File: config.mk
export PLATFORM = sky130hd
export DESIGN_NAME = instr_fetch
export DESIGN_NICKNAME = d
export VERILOG_FILES = /design/src/rtl/instr_fetch.sv
export SDC_FILE = /design/constraint.sdc
export NUM_CORES = 1
export LEC_CHECK = 0
export ABC_CLOCK_PERIOD_IN_PS = 4390
export BUFFER_PORTS_ARGS = -buffer_cell sky130_fd_sc_hd__buf_2
export CAP_MARGIN = 20
export CORE_MARGIN = 1
export CORE_UTILIZATION = 30
export CTS_BUF_LIST = sky130_fd_sc_hd__clkbuf_8
export DETAILED_ROUTE_END_ITERATION = 7
export SLEW_MARGIN = 30
export SYNTH_ARGS = -nofsm -noshare
export SYNTH_HDL_FRONTEND = slang
export SYNTH_SLANG_ARGS = --single-unit
File: constraint.sdc
create_clock -name clk -period 4.39 [get_ports clk]
set_clock_uncertainty 0.15 [all_clocks]
set_input_delay 0.6585 -clock clk [delete_from_list [all_inputs] [get_ports clk]]
set_output_delay 0.6585 -clock clk [all_outputs]
set_load 0.01 [all_outputs]
File: src/rtl/instr_fetch.sv
// Instruction fetch: PC, credit-limited imem reads, prefetch FIFO, redirect flush.
// Define INSTR_FETCH_PERF_CNT_EN to add the perf_fetched / perf_flushed counters.
module instr_fetch #(
    parameter int              PC_W     = 32,
    parameter int              DEPTH    = 4,
    parameter logic [PC_W-1:0] RESET_PC = '0,
    parameter int              PC_INC   = 4
) (
    input  logic            clk,
    input  logic            reset,
    output logic            imem_rd_en,
    output logic [PC_W-1:0] imem_addr,
    input  logic            imem_rvalid,
    input  logic [31:0]     imem_rdata,
    output logic [31:0]     instr,
    output logic            instr_valid,
    input  logic            instr_ready,
    input  logic            redirect,
    input  logic [PC_W-1:0] redirect_pc,
    input  logic            halt,
    output logic [PC_W-1:0] fetch_pc
`ifdef INSTR_FETCH_PERF_CNT_EN
   ,output logic [31:0]     perf_fetched,
    output logic [31:0]     perf_flushed
`endif
);

    localparam int AW = $clog2(DEPTH);
    localparam int CW = AW + 1;
    localparam logic [PC_W-1:0] INC     = PC_W'(PC_INC);
    localparam logic [CW:0]     CREDITS = (CW+1)'(DEPTH);

    typedef enum logic [1:0] {IDLE, RUN, HALTED} state_t;

    state_t          state;
    logic [PC_W-1:0] pc;
    logic [PC_W-1:0] resp_pc;
    logic [31:0]     data_q [DEPTH];
    logic [PC_W-1:0] pc_q   [DEPTH];
    logic [AW-1:0]   rd_ptr, wr_ptr;
    logic [CW-1:0]   count, outstanding, drop;
    logic [CW:0]     credit_used;
    logic            active, redir, empty, resp, dropping, push, pop, issue;

    assign active      = (state != IDLE);
    assign redir       = redirect & active;
    assign empty       = (count == '0);
    assign resp        = imem_rvalid & active & (outstanding != '0);
    assign dropping    = (drop != '0);
    assign push        = resp & ~dropping & ~redir;
    assign instr_valid = ~empty & ~redirect;
    assign pop         = instr_valid & instr_ready;
    // Words already buffered plus words still owed by memory must fit the FIFO.
    assign credit_used = {1'b0, count} + {1'b0, outstanding};
    assign issue       = (state == RUN) & ~halt & ~redirect & (credit_used < CREDITS);

    assign imem_rd_en = issue;
    assign imem_addr  = issue ? pc : '0;
    assign instr      = empty ? '0 : data_q[rd_ptr];
    assign fetch_pc   = empty ? '0 : pc_q[rd_ptr];

    always_ff @(posedge clk) begin
        if (push) begin
            data_q[wr_ptr] <= imem_rdata;
            pc_q[wr_ptr]   <= resp_pc;
        end
    end

    always_ff @(posedge clk or posedge reset) begin
        if (reset) begin
            state       <= IDLE;
            pc          <= RESET_PC;
            resp_pc     <= RESET_PC;
            rd_ptr      <= '0;
            wr_ptr      <= '0;
            count       <= '0;
            outstanding <= '0;
            drop        <= '0;
        end else begin
            unique case (state)
                IDLE:    state <= RUN;
                RUN:     if (!redir && halt) state <= HALTED;
                HALTED:  if (redir || !halt) state <= RUN;
                default: state <= IDLE;
            endcase

            if (redir)      pc <= redirect_pc;
            else if (issue) pc <= pc + INC;

            // Responses return in order, so the PC of the next kept word is implied.
            if (redir)     resp_pc <= redirect_pc;
            else if (push) resp_pc <= resp_pc + INC;

            if (issue && !resp)      outstanding <= outstanding + 1'b1;
            else if (!issue && resp) outstanding <= outstanding - 1'b1;

            if (redir)                 drop <= outstanding - CW'(resp);
            else if (resp && dropping) drop <= drop - 1'b1;

            if (redir) begin
                rd_ptr <= '0;
                wr_ptr <= '0;
                count  <= '0;
            end else begin
                if (push) wr_ptr <= wr_ptr + 1'b1;
                if (pop)  rd_ptr <= rd_ptr + 1'b1;
                count <= count + CW'(push) - CW'(pop);
            end
        end
    end

`ifdef INSTR_FETCH_PERF_CNT_EN
    // Flushed = words cleared from the FIFO plus responses thrown away after a redirect.
    always_ff @(posedge clk or posedge reset) begin
        if (reset) begin
            perf_fetched <= '0;
            perf_flushed <= '0;
        end else begin
            perf_fetched <= perf_fetched + 32'(pop);
            perf_flushed <= perf_flushed + (redir ? 32'(count) : 32'd0)
                                         + 32'(resp & (dropping | redir));
        end
    end
`else
    // Counters not built; behaviour is otherwise identical.
`endif

endmodule

==> results.toml <==
[detailed_routing]
dr_wl_met2_mm = 15.4
drt_iter0_markers = 461
met1_length_mm = 15.5
highest_layer = "met4"
dr_wl_met3_mm = 1.69
dr.pass1.iters = 6
drc = 22
wl_mm = 33.4
vias = 8316
viasPerCell = 4.75
wl_per_cell_um = 19.0
postRouteAntennaNets = 0

[power_and_ir_drop]
p_total_uw = 9020
peakVddDrop_mv = 0.246
power_density_nw_per_um2 = 531
leakage_uw = 0.00606

[floorplanning]
initial_core_util_pct = 30.5
core_area_sq_um = 46700
row_count = 79
fp.dieH_um = 220
top_level_ports = 168
die_area_sq_um = 48400
dieWidth_um = 220

[final_layout]
filler_cell_count = 4525
nets = 1188
utilization_pct = 36.4
antenna_cells = 0
fin_cells = 1752
area_growth_pct = 19.1
drive_gt1_share_pct = 29.7

[yosys]
synth_area_leaders = "edfxtp_1 54%, dfrtp_1 14%, mux4_2 10%"
ys_seq_elements = 335
synth.most_common_cell = "edfxtp_1"
yosysTopAreaCell = "edfxtp_1"
yosys_warnings = 0
synthDistinctLibCells = 52
synthFlopType = "edfxtp_1"
syn_inst = 905
async_reset_ff_share_pct = 23.6
syn-cell-area_sq_um = 14200
postSynthAreaPerCell_sq_um = 15.7
netlist.area_leader.share_pct = 54.0
yosysSeqAreaShare_pct = 67.8
ys_top_cells_by_count = "256 x edfxtp_1, 79 x dfrtp_1, 65 x nor2b_1"
syn_nets = 992
synth_edf_count = 256

[run]
drv_cap = 0

[place]
io_buffers = 167
gp_routability_congestion = 0.770
dp_hpwl_mm = 20.9
dp.cells = 1648

[timing]
maxSlewHeadroom_pct = 39.0
finalSetupTns_ps = 0
tightest_slew_ps = 915
timing.fmax_ghz = 0.270
rsz0062_at_grt = "false"
timing.final.hold_violations = 0
min_period_ps = 3700
period_share_pct = 84.3
finalSetupViolCount = 0
drv_slew = 0

[global_routing]
grt_pass1_wl_mm = 50.8
grt_pass1_vias = 8721
grt_usage_pct = 14.0
grt_max_degree = 92
grt_overflow_total = 0
grt_antenna_before_repair = 0

[worst_setup_path]
worstPathArrival_ps = 2890
slowest_stage = "dfrtp_1"
cp.required_ps = 3580
slowest_delay_ps = 450
cp_cell_sequence = "ha_1 > nor4b_2 > and3_1 > buf_4 > and2_1 > buf_2"
critPathMaxFanout = 47
crit_type = "reg2out"
startpoint_type = "register"
end_kind = "primary output"

[status]
status = "complete, but fails checks"
failed_checks = "DRC"

[cts]
cts-htree-levels = 2
cts_tree = "built"
clkSinkCount = 335
cts_buffer_depth = 3
post-cts-setup-buffer-count = 0
clk_pin_slew_ps = 60
cts_buffers = 57
clock_latency_ps = 620
root_buffer = "clkbuf_8"

[worst_hold_path]
hold_path.class = "in2reg"
-- metrics by stage --
step / hold slack, ps / area, sq um / setup WS (ps)
global route: 35.3 / 17000 / 453
global placement: 303 / 15800 / 1290
CTS: 19.5 / 17000 / 586
finish: 108 / 17000 / 688
floorplan: 288 / 14200 / 856
detailed placement: 312 / 15900 / 1250
-- state kept, by name (all words and copies together), names as in the netlist --
name	flops
pc_q	128
count	3
state	2
outstanding	3
resp_pc	32
drop	3
data_q	128
wr_ptr	2
pc	32
rd_ptr	2
-- placed cells by master, fill, tap and decap left out, types with 36 or more instances in the layout --
cell      instances
edfxtp_1        256
buf_2           167
dfrtp_1          77
nor2b_1          65
mux4_2           64
clkbuf_8         63
nor2_1           45
xor2_1           40
and2_1           39
a21oi_1          39
nand2_1          36
-- worst max-delay path: cells and delay by family (launching register included) --
| kind | cells | cell delay, ps |
|---|---|---|
| adder cells (fa/ha/maj) | 1 | 310 |
| buffers and inverters | 2 | 590 |
| AND/OR/NAND/NOR | 3 | 920 |
| flip-flops | 1 | 450 |
-- report_power, final --
group	internal [uW]	switching (uW)
combinational	1040	1220
clock	1430	1240
sequential	3720	372
-- path summary, 6_finish.rpt --
check                          startpoint            end  slack, ps  cells past startpoint
max in group asynchronous           reset    resp_pc[29]       2510                      4
hold / removal             imem_rdata[31]  data_q[2][31]        110                      1
hold reg to reg                     pc[0]          pc[0]        320                      2
min in group asynchronous           reset          pc[0]        580                      3
setup / recovery           outstanding[2]  imem_addr[30]        690                      6
setup reg to reg           outstanding[2]         pc[31]       1370                      7
-- final cells by class --
type	instances	area [sq um]	share of cell area [%]
clock inverter	40	220	1.30
sequential	335	9670	57.0
tap	607	759	4.48
clock buffer	63	867	5.11
multi-input combinational	510	4370	25.8
timing repair buffer	181	1010	5.97
inverter	16	61.3	0.361
-- layer usage --
layer / up-vias / track usage [%]
met4: 0 / 4.46
met2: 204 / 22.0
met5: - / 0
met3: 45 / 3.38
met1: 4193 / 19.0
li1: 3874 / -
-- repair_timing --
action / in CTS / in global routing
gates resized for setup: 0 / 0
hold buffers: 1 / 0
endpoints found under the hold margin: 39 / 0
-- cells by family after synthesis --
family / count (synthesis) / synth area share (%)
XOR/XNOR: 48 / 2.95
flip-flops: 335 / 67.8
AO/OA/AOI/OAI: 87 / 3.60
buffers and inverters: 60 / 1.72
AND/OR/NAND/NOR: 288 / 11.8
multiplexers: 69 / 10.5
adder cells (fa/ha/maj): 18 / 1.67
Note: power is estimated with default switching activity, not from simulation.
